File: config.mk
export PLATFORM = sky130hd
export DESIGN_NAME = memseq
export DESIGN_NICKNAME = d
export VERILOG_FILES = /design/src/rtl/memseq_pkg.sv /design/src/rtl/memseq_extend.sv /design/src/rtl/memseq.sv
export SDC_FILE = /design/constraint.sdc
export NUM_CORES = 1
export LEC_CHECK = 0
export CAP_MARGIN = 15
export CORE_AREA = 2 2 125 97
export DETAILED_ROUTE_END_ITERATION = 6
export DIE_AREA = 0 0 127 99
export PLACE_DENSITY_LB_ADDON = 0.1
export SKIP_LAST_GASP = 1
export SLEW_MARGIN = 10
export SYNTH_ARGS = -nofsm -noshare
export SYNTH_HDL_FRONTEND = slang
export SYNTH_SLANG_ARGS = --single-unit
File: constraint.sdc
create_clock -name clk -period 4.22 [get_ports clk]
set_input_delay 0.633 -clock clk [delete_from_list [all_inputs] [get_ports clk]]
set_output_delay 0.633 -clock clk [all_outputs]
set_load 0.05 [all_outputs]
File: src/rtl/memseq_pkg.sv
// Shared types for the memseq byte-serial memory sequencer: FSM states,
// request size encodings and the size-to-byte-count helper.
package memseq_pkg;

    typedef enum logic [2:0] {
        StIdle,
        StRaddr,
        StRwait,
        StRsample,
        StWsetup,
        StWstrobe,
        StDone
    } state_e;

    localparam logic [1:0] SizeByte   = 2'd0;
    localparam logic [1:0] SizeHalf   = 2'd1;
    localparam logic [1:0] SizeWord   = 2'd2;
    localparam logic [1:0] SizeDouble = 2'd3;

    function automatic logic [3:0] size_bytes(input logic [1:0] size);
        logic [3:0] n;
        n = 4'd1;
        unique case (size)
            SizeByte:   n = 4'd1;
            SizeHalf:   n = 4'd2;
            SizeWord:   n = 4'd4;
            SizeDouble: n = 4'd8;
            default:    n = 4'd1;
        endcase
        return n;
    endfunction

endpackage

File: src/rtl/memseq_extend.sv
// Zero/sign extension of a right-aligned load result of the given size.
// Sign extension only exists when MEMSEQ_SIGNEXT_EN is defined.
module memseq_extend
    import memseq_pkg::*;
#(
    parameter int unsigned DATA_WIDTH = 32
) (
    input  logic [DATA_WIDTH-1:0] data_i,
    input  logic [1:0]            size_i,
    input  logic                  signed_i,
    output logic [DATA_WIDTH-1:0] data_o
);

    int unsigned nbits;
    logic        fill;

    always_comb begin
        nbits  = 32'(size_bytes(size_i)) * 8;
        fill   = 1'b0;
        data_o = '0;
`ifdef MEMSEQ_SIGNEXT_EN
        for (int unsigned i = 0; i < DATA_WIDTH; i++) begin
            if (signed_i && (i == nbits - 1)) begin
                fill = data_i[i];
            end
        end
`endif
        for (int unsigned i = 0; i < DATA_WIDTH; i++) begin
            data_o[i] = (i < nbits) ? data_i[i] : fill;
        end
    end

`ifndef MEMSEQ_SIGNEXT_EN
    logic unused_signed;
    assign unused_signed = signed_i;
`endif

endmodule

File: src/rtl/memseq.sv
// Byte-serial big-endian load/store sequencer over an 8-bit memory port.
// Define MEMSEQ_SIGNEXT_EN to enable sign-extended loads (req_signed).
module memseq
    import memseq_pkg::*;
#(
    parameter int unsigned ADDR_WIDTH  = 9,
    parameter int unsigned DATA_WIDTH  = 32,
    parameter int unsigned WAIT_STATES = 1
) (
    input  logic                  clk,
    input  logic                  reset,
    input  logic                  req_valid,
    output logic                  req_ready,
    input  logic                  req_write,
    input  logic [1:0]            req_size,
    input  logic                  req_signed,
    input  logic [ADDR_WIDTH-1:0] req_addr,
    input  logic [DATA_WIDTH-1:0] req_wdata,
    output logic                  rsp_valid,
    output logic [DATA_WIDTH-1:0] rsp_rdata,
    output logic                  rsp_err,
    output logic [ADDR_WIDTH-1:0] mem_raddr,
    output logic [ADDR_WIDTH-1:0] mem_waddr,
    output logic [7:0]            mem_data_in,
    input  logic [7:0]            mem_data_out,
    output logic                  mem_write,
    input  logic                  mem_ready
);

    localparam logic [3:0] MaxBytes = 4'(DATA_WIDTH / 8);
    localparam logic [2:0] WaitInit = 3'((WAIT_STATES == 0) ? 0 : WAIT_STATES - 1);

    state_e                state_q, state_d;
    logic [ADDR_WIDTH-1:0] addr_q, addr_d;
    logic [3:0]            cnt_q, cnt_d;
    logic [2:0]            wait_q, wait_d;
    logic [DATA_WIDTH-1:0] wsh_q, wsh_d;
    logic [DATA_WIDTH-1:0] acc_q, acc_d;
    logic [1:0]            size_q, size_d;
    logic                  signed_q, signed_d;
    logic                  err_q, err_d;
    logic [DATA_WIDTH-1:0] rdata_q, rdata_d;

    logic [DATA_WIDTH-1:0] acc_shift;
    logic [DATA_WIDTH-1:0] ext_data;

    assign acc_shift = {acc_q[DATA_WIDTH-9:0], mem_data_out};

    memseq_extend #(
        .DATA_WIDTH(DATA_WIDTH)
    ) u_extend (
        .data_i  (acc_shift),
        .size_i  (size_q),
        .signed_i(signed_q),
        .data_o  (ext_data)
    );

    always_comb begin
        state_d  = state_q;
        addr_d   = addr_q;
        cnt_d    = cnt_q;
        wait_d   = wait_q;
        wsh_d    = wsh_q;
        acc_d    = acc_q;
        size_d   = size_q;
        signed_d = signed_q;
        err_d    = err_q;
        rdata_d  = rdata_q;

        unique case (state_q)
            StIdle: begin
                if (req_valid) begin
                    size_d   = req_size;
                    signed_d = req_signed;
                    err_d    = 1'b0;
                    acc_d    = '0;
                    cnt_d    = size_bytes(req_size) - 4'd1;
                    if (size_bytes(req_size) > MaxBytes) begin
                        // Address and data left untouched: no memory access at all.
                        err_d   = 1'b1;
                        state_d = StDone;
                    end else if (req_write) begin
                        addr_d  = req_addr;
                        // Left-align so the most significant byte sits at the top.
                        wsh_d   = req_wdata << (DATA_WIDTH - 32'(size_bytes(req_size)) * 8);
                        state_d = StWsetup;
                    end else begin
                        addr_d  = req_addr;
                        state_d = StRaddr;
                    end
                end
            end
            StRaddr: begin
                if (WAIT_STATES == 0) begin
                    state_d = StRsample;
                end else begin
                    wait_d  = WaitInit;
                    state_d = StRwait;
                end
            end
            StRwait: begin
                if (wait_q == 3'd0) begin
                    state_d = StRsample;
                end else begin
                    wait_d = wait_q - 3'd1;
                end
            end
            StRsample: begin
                if (mem_ready) begin
                    acc_d = acc_shift;
                    if (cnt_q == 4'd0) begin
                        rdata_d = ext_data;
                        state_d = StDone;
                    end else begin
                        cnt_d   = cnt_q - 4'd1;
                        addr_d  = addr_q + 1'b1;
                        state_d = StRaddr;
                    end
                end
            end
            StWsetup: begin
                state_d = StWstrobe;
            end
            StWstrobe: begin
                if (cnt_q == 4'd0) begin
                    state_d = StDone;
                end else begin
                    cnt_d   = cnt_q - 4'd1;
                    addr_d  = addr_q + 1'b1;
                    wsh_d   = wsh_q << 8;
                    state_d = StWsetup;
                end
            end
            StDone: begin
                state_d = StIdle;
            end
            default: begin
                state_d = StIdle;
            end
        endcase
    end

    always_ff @(posedge clk or posedge reset) begin
        if (reset) begin
            state_q  <= StIdle;
            addr_q   <= '0;
            cnt_q    <= '0;
            wait_q   <= '0;
            wsh_q    <= '0;
            acc_q    <= '0;
            size_q   <= '0;
            signed_q <= 1'b0;
            err_q    <= 1'b0;
            rdata_q  <= '0;
        end else begin
            state_q  <= state_d;
            addr_q   <= addr_d;
            cnt_q    <= cnt_d;
            wait_q   <= wait_d;
            wsh_q    <= wsh_d;
            acc_q    <= acc_d;
            size_q   <= size_d;
            signed_q <= signed_d;
            err_q    <= err_d;
            rdata_q  <= rdata_d;
        end
    end

    assign req_ready   = (state_q == StIdle);
    assign rsp_valid   = (state_q == StDone);
    assign rsp_err     = (state_q == StDone) && err_q;
    assign rsp_rdata   = rdata_q;
    assign mem_write   = (state_q == StWstrobe);
    assign mem_raddr   = addr_q;
    assign mem_waddr   = addr_q;
    assign mem_data_in = wsh_q[DATA_WIDTH-1 -: 8];

endmodule

Word-level counts from Yosys, hierarchy flattened
Cells that the tools add are included.
{"block": "totals", "regBits": 110, "in_bits": 57, "word_cells": 153, "out_inout_bits": 62}
{"block": "classes", "reduce_logical": 18, "mux": 68, "order_cmp": 33, "eq_ne": 19, "n_shift": 1, "add_sub_neg": 5}
{"cell": "32-bit two-way mux", "n": 4}
{"cell": "5-bit by 7-bit less-than comparator with 1-bit output, first input constant", "n": 16}
{"cell": "32-bit one-hot mux with 2 select lines", "n": 1}
{"cell": "4-bit by 7-bit less-than comparator with 1-bit output, first input constant", "n": 8}
{"cell": "24-bit two-way mux", "n": 2}
{"cell": "24-bit one-hot mux with 2 select lines", "n": 1}
{"cell": "4-bit two-way mux", "n": 9}
{"cell": "9-bit two-way mux", "n": 4}
{"cell": "1-bit two-way mux", "n": 33}
{"cell": "4-bit one-hot mux with 4 select lines", "n": 2}
{"cell": "32-bit by 32-bit << shifter with 32-bit output", "n": 1}
{"cell": "3-bit by 7-bit less-than comparator with 1-bit output, first input constant", "n": 4}
{"cell": "9-bit one-hot mux with 3 select lines", "n": 1}
{"cell": "3-bit two-way mux", "n": 7}
{"cell": "3-bit one-hot mux with 6 select lines", "n": 1}
{"cell": "1-bit by 7-bit less-than comparator with 1-bit output, first input constant", "n": 2}
{"cell": "2-bit by 7-bit less-than comparator with 1-bit output, first input constant", "n": 2}
{"cell": "2-bit != test, second input constant", "n": 6}
{"cell": "4-bit one-hot mux with 3 select lines", "n": 1}
{"cell": "3-bit AND reduction", "n": 4}
{"cell": "9-bit by 1-bit adder with 9-bit output, second input constant", "n": 1}
{"cell": "3-bit == test, second input constant", "n": 3}
{"cell": "2-bit == test, second input constant", "n": 4}
{"cell": "4-bit by 1-bit subtractor with 4-bit output, second input constant", "n": 2}
{"cell": "other kinds (18)", "n": 25}

Logic depth before layout (Yosys ltp)
Gate-level depths: netlist of run 1.
{"block": "logic_depth", "ltp_word": 14, "ltp_mapped": 10}

Hierarchy
A second synthesis of run 1 with hierarchy kept.
{"block": "hier_totals", "hier_cells": 524, "area_unflattened_um2": 5870.6}
{"module": "memseq", "cells_each": 489, "n_inst": 1, "area_each_um2": 5645.4, "seq_area_each_um2": 2777.7}
{"module": "memseq_extend", "cells_each": 35, "n_inst": 1, "area_each_um2": 225.2, "seq_area_each_um2": 0.0}

Least setup slack after synthesis of run 1
Ideal clock, no wire load.
{"block": "synth_timing", "path_type": "reg-to-output", "startpoint": "reg state_q[0]", "endpoint": "out rsp_err", "path_buffers": 3, "stages_incl_launch_ff": 6, "setup_slack_ps": 1417, "t_arrival_ps": 2170, "cell_sequence": "dfrtp_1 buf_6 buf_2 buf_1 nor2_1 and2_1"}
{"block": "synth_between", "elab_chain_cells": 2}
{"element": "start: declaration", "line": "memseq.sv:33", "text": "state_e state_q, state_d;"}
{"element": "start signal: assignment", "line": "memseq.sv:145", "text": "state_q <= StIdle;"}
{"element": "start signal: assignment", "line": "memseq.sv:156", "text": "state_q <= state_d;"}
{"element": "3-bit == test"}
{"element": "net rsp_valid", "line": "memseq.sv:19", "text": "output logic rsp_valid,"}
{"element": "1-bit logical AND", "line": "memseq.sv:171", "text": "assign rsp_err = (state_q == StDone) && err_q;"}
{"element": "end: declaration", "line": "memseq.sv:21", "text": "output logic rsp_err,"}
The timed path passes the listed nets, and every way through them passes these cells.

Final worst setup path of run 1
{"block": "layout_timing", "startpoint": "reg state_q[1]", "endpoint": "out mem_write"}
{"block": "layout_between", "elab_chain_cells": 1}
{"element": "3-bit == test", "line": "memseq.sv:173", "text": "assign mem_write = (state_q == StWstrobe);"}
{"element": "end: declaration", "line": "memseq.sv:26", "text": "output logic mem_write,"}
Every way passes these cells.

==> impl_metrics.csv, run 1 <==
group,metric,value,unit
clock_network,numCtsBuffers,9,
sta,period_share,78.9,%
sta,setup_viol,0,
floorplan,coreArea,11300,µm²
sta,setup_tns,0,ps
critical_path,cp_data_arrival_time,2700,ps
critical_path,critPathTopFamily,"buffers and inverters",
grt,antenna_found_initial,0,
synthesis,syn_inst,584,
detailed_routing,vias,4448,
critical_path,worstPathRequired,3590,ps
clock_network,cts_hold_buf,0,
final_layout,diodes,0,
grt,grt_use_total,20.5,%
worst_hold_path,worstHoldStart,"rsp_rdata[27]",
floorplan,die_w,127,µm
sta,period_minus_slack,3330,ps
floorplan,dieArea,12600,µm²
critical_path,crit_start,"state_q[1]",
detailed_routing,vias_per_cell,5.49,
critical_path,cp-start-kind,"flop",
placement,dp_cells,794,
placement,port_buffers,117,
synthesis,synth_edf_count,0,
critical_path,path_class,"reg2out",
placement,place_hpwl,8640,µm
floorplan,start_util,50.8,%
grt,grt_pass1_wl,21000,µm
synthesis,yosysSeqAreaShare,47.9,%
critical_path,cpMaxStageDelayCell,"clkdlybuf4s50_1",
synthesis,synthesis.area,5750,µm²
critical_path,crit_chain,"and2b_4 > nand2_4 > inv_4 > clkdlybuf4s50_1",
final_layout,synthToLayoutAreaGrowth,24.3,%
synthesis,syn_nets,645,
clock_network,clock_path_buffers,2,
status,status,"finished clean",
detailed_routing,drtIter0Drc,281,
detailed_routing,drc,0,
critical_path,cp_max_fo,35,
synthesis,yosysWarnings,0,
sta,clock_skew,5.80,ps
final_layout,final_cell_count_no_fill,810,
flow_run,maxCapViolCount,0,
final_layout,fin_nets,722,
clock_network,clock_latency,340,ps
sta,slew_headroom,33.9,%
sta,hold_viol,0,
floorplan,num_rows,34,
sta,worst_pin_slew,991,ps
clock_network,cts_tree,"built",
detailed_routing,drtPass1Iterations,4,
synthesis,syn_avg_cell_area,9.84,µm²
clock_network,ctsRootBufferMaster,"clkbuf_16",
synthesis,yosysUniqueCellTypes,60,
detailed_routing,routedWlPerCell,15.7,µm
critical_path,cp_num_buf_inv,2,
clock_network,clock_sink_count,110,
critical_path,endpoint_kind,"primary output",
clock_network,cts-resized-gates,0,
clock_network,clock_tree.htree_level_count,3,
detailed_routing,finalWirelength,12700,µm
sta,fmax,300,MHz
synthesis,ys_ff_latch,110,
synthesis,synthArstFlopShare,100,%
floorplan,die_h,99,µm
final_layout,layout-drive-gt1-share,10.4,%
worst_hold_path,hp-class,"reg2reg",
grt,grt_pass1_vias,4302,
floorplan,pin_count,119,
critical_path,regToRegStartpoint,"state_q[1]",
clock_network,clkTransAtPathRegs,80,ps
power,powerDensity,674,nW/µm²
detailed_routing,postRouteAntennaNets,0,
power,vdd_drop_max,0.000388,V
critical_path,cp_slowest_stage_delay,870,ps
power,power.leakage,3.21,nW
synthesis,synthFlopType,"dfrtp_1",
placement,gp_congestion,0.834,
grt,grt_start_max_net_pins,65,
sta,grt_setup_unrepaired,"false",
sta,slew_viol_final,0,
grt,grt_overflow_total,0,
clock_network,post_cts_buffers,0,
==> worst register-to-register path: stages, from the launching register on <==
cell	delay (ps)
dfrtp_1	780
xor2_1	750
nand2_1	290
mux2i_1	220
ha_1	200
inv_1	80
nor4b_1	560
a2111oi_4	80
nand2b_1	170
==> synthesized netlist by cell type, drive strengths merged, types with 11 or more instances <==
library cell  count  area (µm²)
nand2           132         508
dfrtp           110        2750
o21ai            73         377
buf              46         328
mux2i            27         270
inv              25        96.4
mux2             25         327
clkbuf           15        56.3
a22oi            14         105
nor2             13        48.8
o22ai            13        81.3
a22o             11        96.3
==> worst paths after layout <==
check                                      to  slack (ps)  depth (start not counted)
worst max register to register       cnt_q[2]         990                          8
max in group asynchronous        rsp_rdata[5]        2750                          3
worst min register to register  rsp_rdata[27]         480                          2
worst max-delay path                mem_write         890                          4
worst min-delay path            rsp_rdata[27]         480                          2
min in group asynchronous           wsh_q[24]         730                          2
==> report_power, final <==
part,internal (mW),switching [mW]
logic,0.883,1.39
registers,1.32,0.273
clock network,0.537,0.414
total,2.74,2.07
==> area by class of cell <==
type | instances | area (µm²)
clock buffer | 9 | 225
clock inverter | 7 | 111
fill | 948 | 4170
inverter | 25 | 98.8
multi-input combinational | 388 | 2520
sequential | 110 | 2750
tap | 144 | 180
timing repair buffer | 127 | 1260
==> stage by stage <==
stage	hold slack, ps	cell area, µm²	total power [mW]	util [%]	worst slack [ps]
2_1_floorplan	437	5750	3.40	-	685
3_3_place_gp	461	6810	3.84	60.2	1020
3_5_place_dp	464	6810	3.89	60.2	1030
4_1_cts	481	7150	4.85	63.1	889
5_1_grt	509	7150	5.06	63.1	693
6_report	482	7150	4.81	63.1	889
==> sequential cells by signal (all words and copies together) (netlist names) <==
name and cells:
rsp_rdata 32, wsh_q 32, acc_q 24, mem_raddr 9
cnt_q 4, state_q 3, wait_q 3, size_q 2
err_q 1
==> cells by family after synthesis <==
group | count (synthesis) | synth area share (%)
AND/OR/NAND/NOR | 187 | 15.0
AO/OA/AOI/OAI | 144 | 17.3
flip-flops | 110 | 47.9
buffers and inverters | 86 | 8.36
multiplexers | 52 | 10.4
adder cells (fa/ha/maj) | 4 | 0.871
XOR/XNOR | 1 | 0.152
==> layout by cell type, fill, tap and decap left out, types with 2 or more instances in the layout <==
master,count
a21boi_0,2
a21o_1,9
a21oi_1,4
a22o_1,11
a22oi_1,14
a2bb2oi_1,4
and2_1,4
and3_1,2
and3b_1,2
buf_4,9
bufinv_16,2
clkbuf_16,9
clkdlybuf4s50_1,117
dfrtp_1,110
ha_1,4
inv_1,23
inv_4,2
inv_8,3
mux2_1,2
mux2_2,11
mux2_4,12
mux2i_1,27
nand2_1,129
nand2_2,2
nand3_1,8
nand4_1,3
nor2_1,13
nor2b_1,6
nor3_1,2
o21ai_0,59
o21ai_1,13
o22ai_1,13
o2bb2a_4,4
==> per-layer routing <==
metal | share of wire, % | GRT usage [%] | vias up
li1 | - | - | 2144
met1 | 48 | 28.1 | 2174
met2 | 47 | 34.1 | 116
met3 | 4.0 | 4.07 | 14
met4 | 0.87 | 4.31 | 0
met5 | 0 | 0 | -
Note: power is estimated with default switching activity, not from simulation.
==> run 2, diff against run 1 <==
CORE_AREA = 2 2 131 101   (was 2 2 125 97)
DIE_AREA = 0 0 133 103   (was 0 0 127 99)
clock period = 2.7 ns   (was 4.22 ns; I/O delays follow)
==> run 2 against run 1 <==
Against the previous run:
- sequential share of layout area is 0.49 points lower
- non-clock buffer count is 12 higher
- critical path depth is 1 higher
==> impl_metrics.csv, run 2 (synthesized netlist as in run 1, its figures left out) <==
group,metric,value,unit
status,status,"finished clean",
clock_network,clock_sink_count,110,
detailed_routing,postRouteAntennaNets,0,
critical_path,worstPathRequired,2300,ps
final_layout,regArea,2750,µm²
clock_network,clock_tree.htree_level_count,3,
floorplan,start_util,45.7,%
clock_network,numCtsBuffers,9,
sta,slew_viol_final,0,
final_layout,layout_common_cells,"nand2_1, clkdlybuf4s50_1, dfrtp_1, o21ai_0, mux2i_1",
placement,place_hpwl,9160,µm
critical_path,path_class,"reg2out",
sta,setup_viol,0,
grt,grt_pass1_wl,21700,µm
critical_path,endpoint_kind,"primary output",
detailed_routing,vias,4348,
detailed_routing,vias_per_cell,5.13,
final_layout,diodes,0,
clock_network,cts_tree,"built",
power,power.leakage,3.24,nW
grt,grt_start_max_net_pins,57,
detailed_routing,routedWlPerCell,15.3,µm
clock_network,clock_latency,350,ps
final_layout,final_common_cell,"nand2_1",
final_layout,fillerInstances,1059,
clock_network,cts_hold_buf,0,
sta,worst_pin_slew,589,ps
clock_network,ctsRootBufferMaster,"clkbuf_16",
sta,period_minus_slack,2540,ps
worst_hold_path,hp-class,"in2async",
final_layout,layout-drive-gt1-share,12.0,%
floorplan,num_rows,36,
power,powerDensity,1020,nW/µm²
power,vdd_drop_max,0.000616,V
floorplan,pin_count,119,
floorplan,die_w,133,µm
grt,antenna_found_initial,0,
critical_path,cp_data_arrival_time,2130,ps
critical_path,cp-start-kind,"flop",
sta,setup_tns,0,ps
clock_network,post_cts_buffers,0,
floorplan,coreArea,12600,µm²
sta,slew_headroom,60.7,%
grt,grt_use_total,19.9,%
floorplan,die_h,103,µm
final_layout,fin_nets,734,
detailed_routing,finalWirelength,13000,µm
placement,gp_congestion,0.778,
detailed_routing,drtIter0Drc,232,
clock_network,clock_path_buffers,2,
grt,grt_pass1_vias,4264,
clock_network,clkTransAtPathRegs,70,ps
sta,period_share,94.0,%
final_layout,synthToLayoutAreaGrowth,25.9,%
sta,grt_setup_unrepaired,"false",
flow_run,maxCapViolCount,0,
sta,hold_viol,0,
final_layout,multi_input_area,2520,µm²
final_layout,utilization,57.6,%
grt,grt_overflow_total,0,
final_layout,stdcell_area,7240,µm²
detailed_routing,drc,0,
placement,port_buffers,117,
floorplan,dieArea,13700,µm²
detailed_routing,drtPass1Iterations,4,
placement,post_dp_cell_area,6970,µm²
sta,fmax,394,MHz
sta,clock_skew,8.27,ps
clock_network,cts-resized-gates,0,
critical_path,cp_max_fo,21,
## run 2: layout make-up
cell class                      instances  area share, %
Tap cell                              171           2.96
Multi-Input combinational cell        388           34.8
Clock buffer                           10           3.16
Timing Repair Buffer                  139           19.1
Sequential cell                       110           38.0
Inverter                               25           1.38
Clock inverter                          5          0.571
## run 2: path summary, 6_finish.rpt
kind                                from       endpoint  slack, ps  cells after the start
setup / recovery              state_q[1]        rsp_err        160                      5
hold / removal                     reset   rsp_rdata[7]        440                      2
setup reg to reg              state_q[1]       cnt_q[2]        270                      8
hold reg to reg            rsp_rdata[24]  rsp_rdata[24]        480                      2
max in group asynchronous          reset      wsh_q[14]       1670                      3
min in group clk           rsp_rdata[24]  rsp_rdata[24]        480                      2
## run 2: routing by layer
layer  GRT usage, %  part of all wire, %  vias to the layer above  wire length [µm]
met3           3.64                  3.6                       10               473
met4           4.05                 0.88                        0               114
met1           28.6                   49                     2090              6410
met2           31.9                   46                       83              5980
li1               -                    -                     2165                 -
met5              0                    0                        -                 0
## run 2: worst max-delay path: stages, from the launching register on
cell and delay (ps):
dfrtp_1 360, buf_4 250, nand2_1 70, nor2_1 140, and2_1 150, clkdlybuf4s50_1 810
## run 2: power breakdown
| group | total [mW] | leakage (nW) | switching [mW] | internal (mW) |
|---|---|---|---|---|
| sequential | 2.44 | 1.46 | 0.379 | 2.06 |
| combinational | 3.70 | 1.65 | 2.25 | 1.45 |
| clock | 1.24 | 0.131 | 0.611 | 0.634 |
## run 2: per-stage QoR
stage / power, mW / setup slack, ps / hold slack (ps) / std cells
final: 7.38 / 161 / 441 / 848
after detailed placement: 6.19 / 281 / 470 / 833
after floorplan: 5.31 / 125 / 437 / 584
after global routing: 7.82 / 53.6 / 475 / 848
after CTS: 7.44 / 145 / 450 / 848
after global placement: 6.10 / 301 / 461 / 833
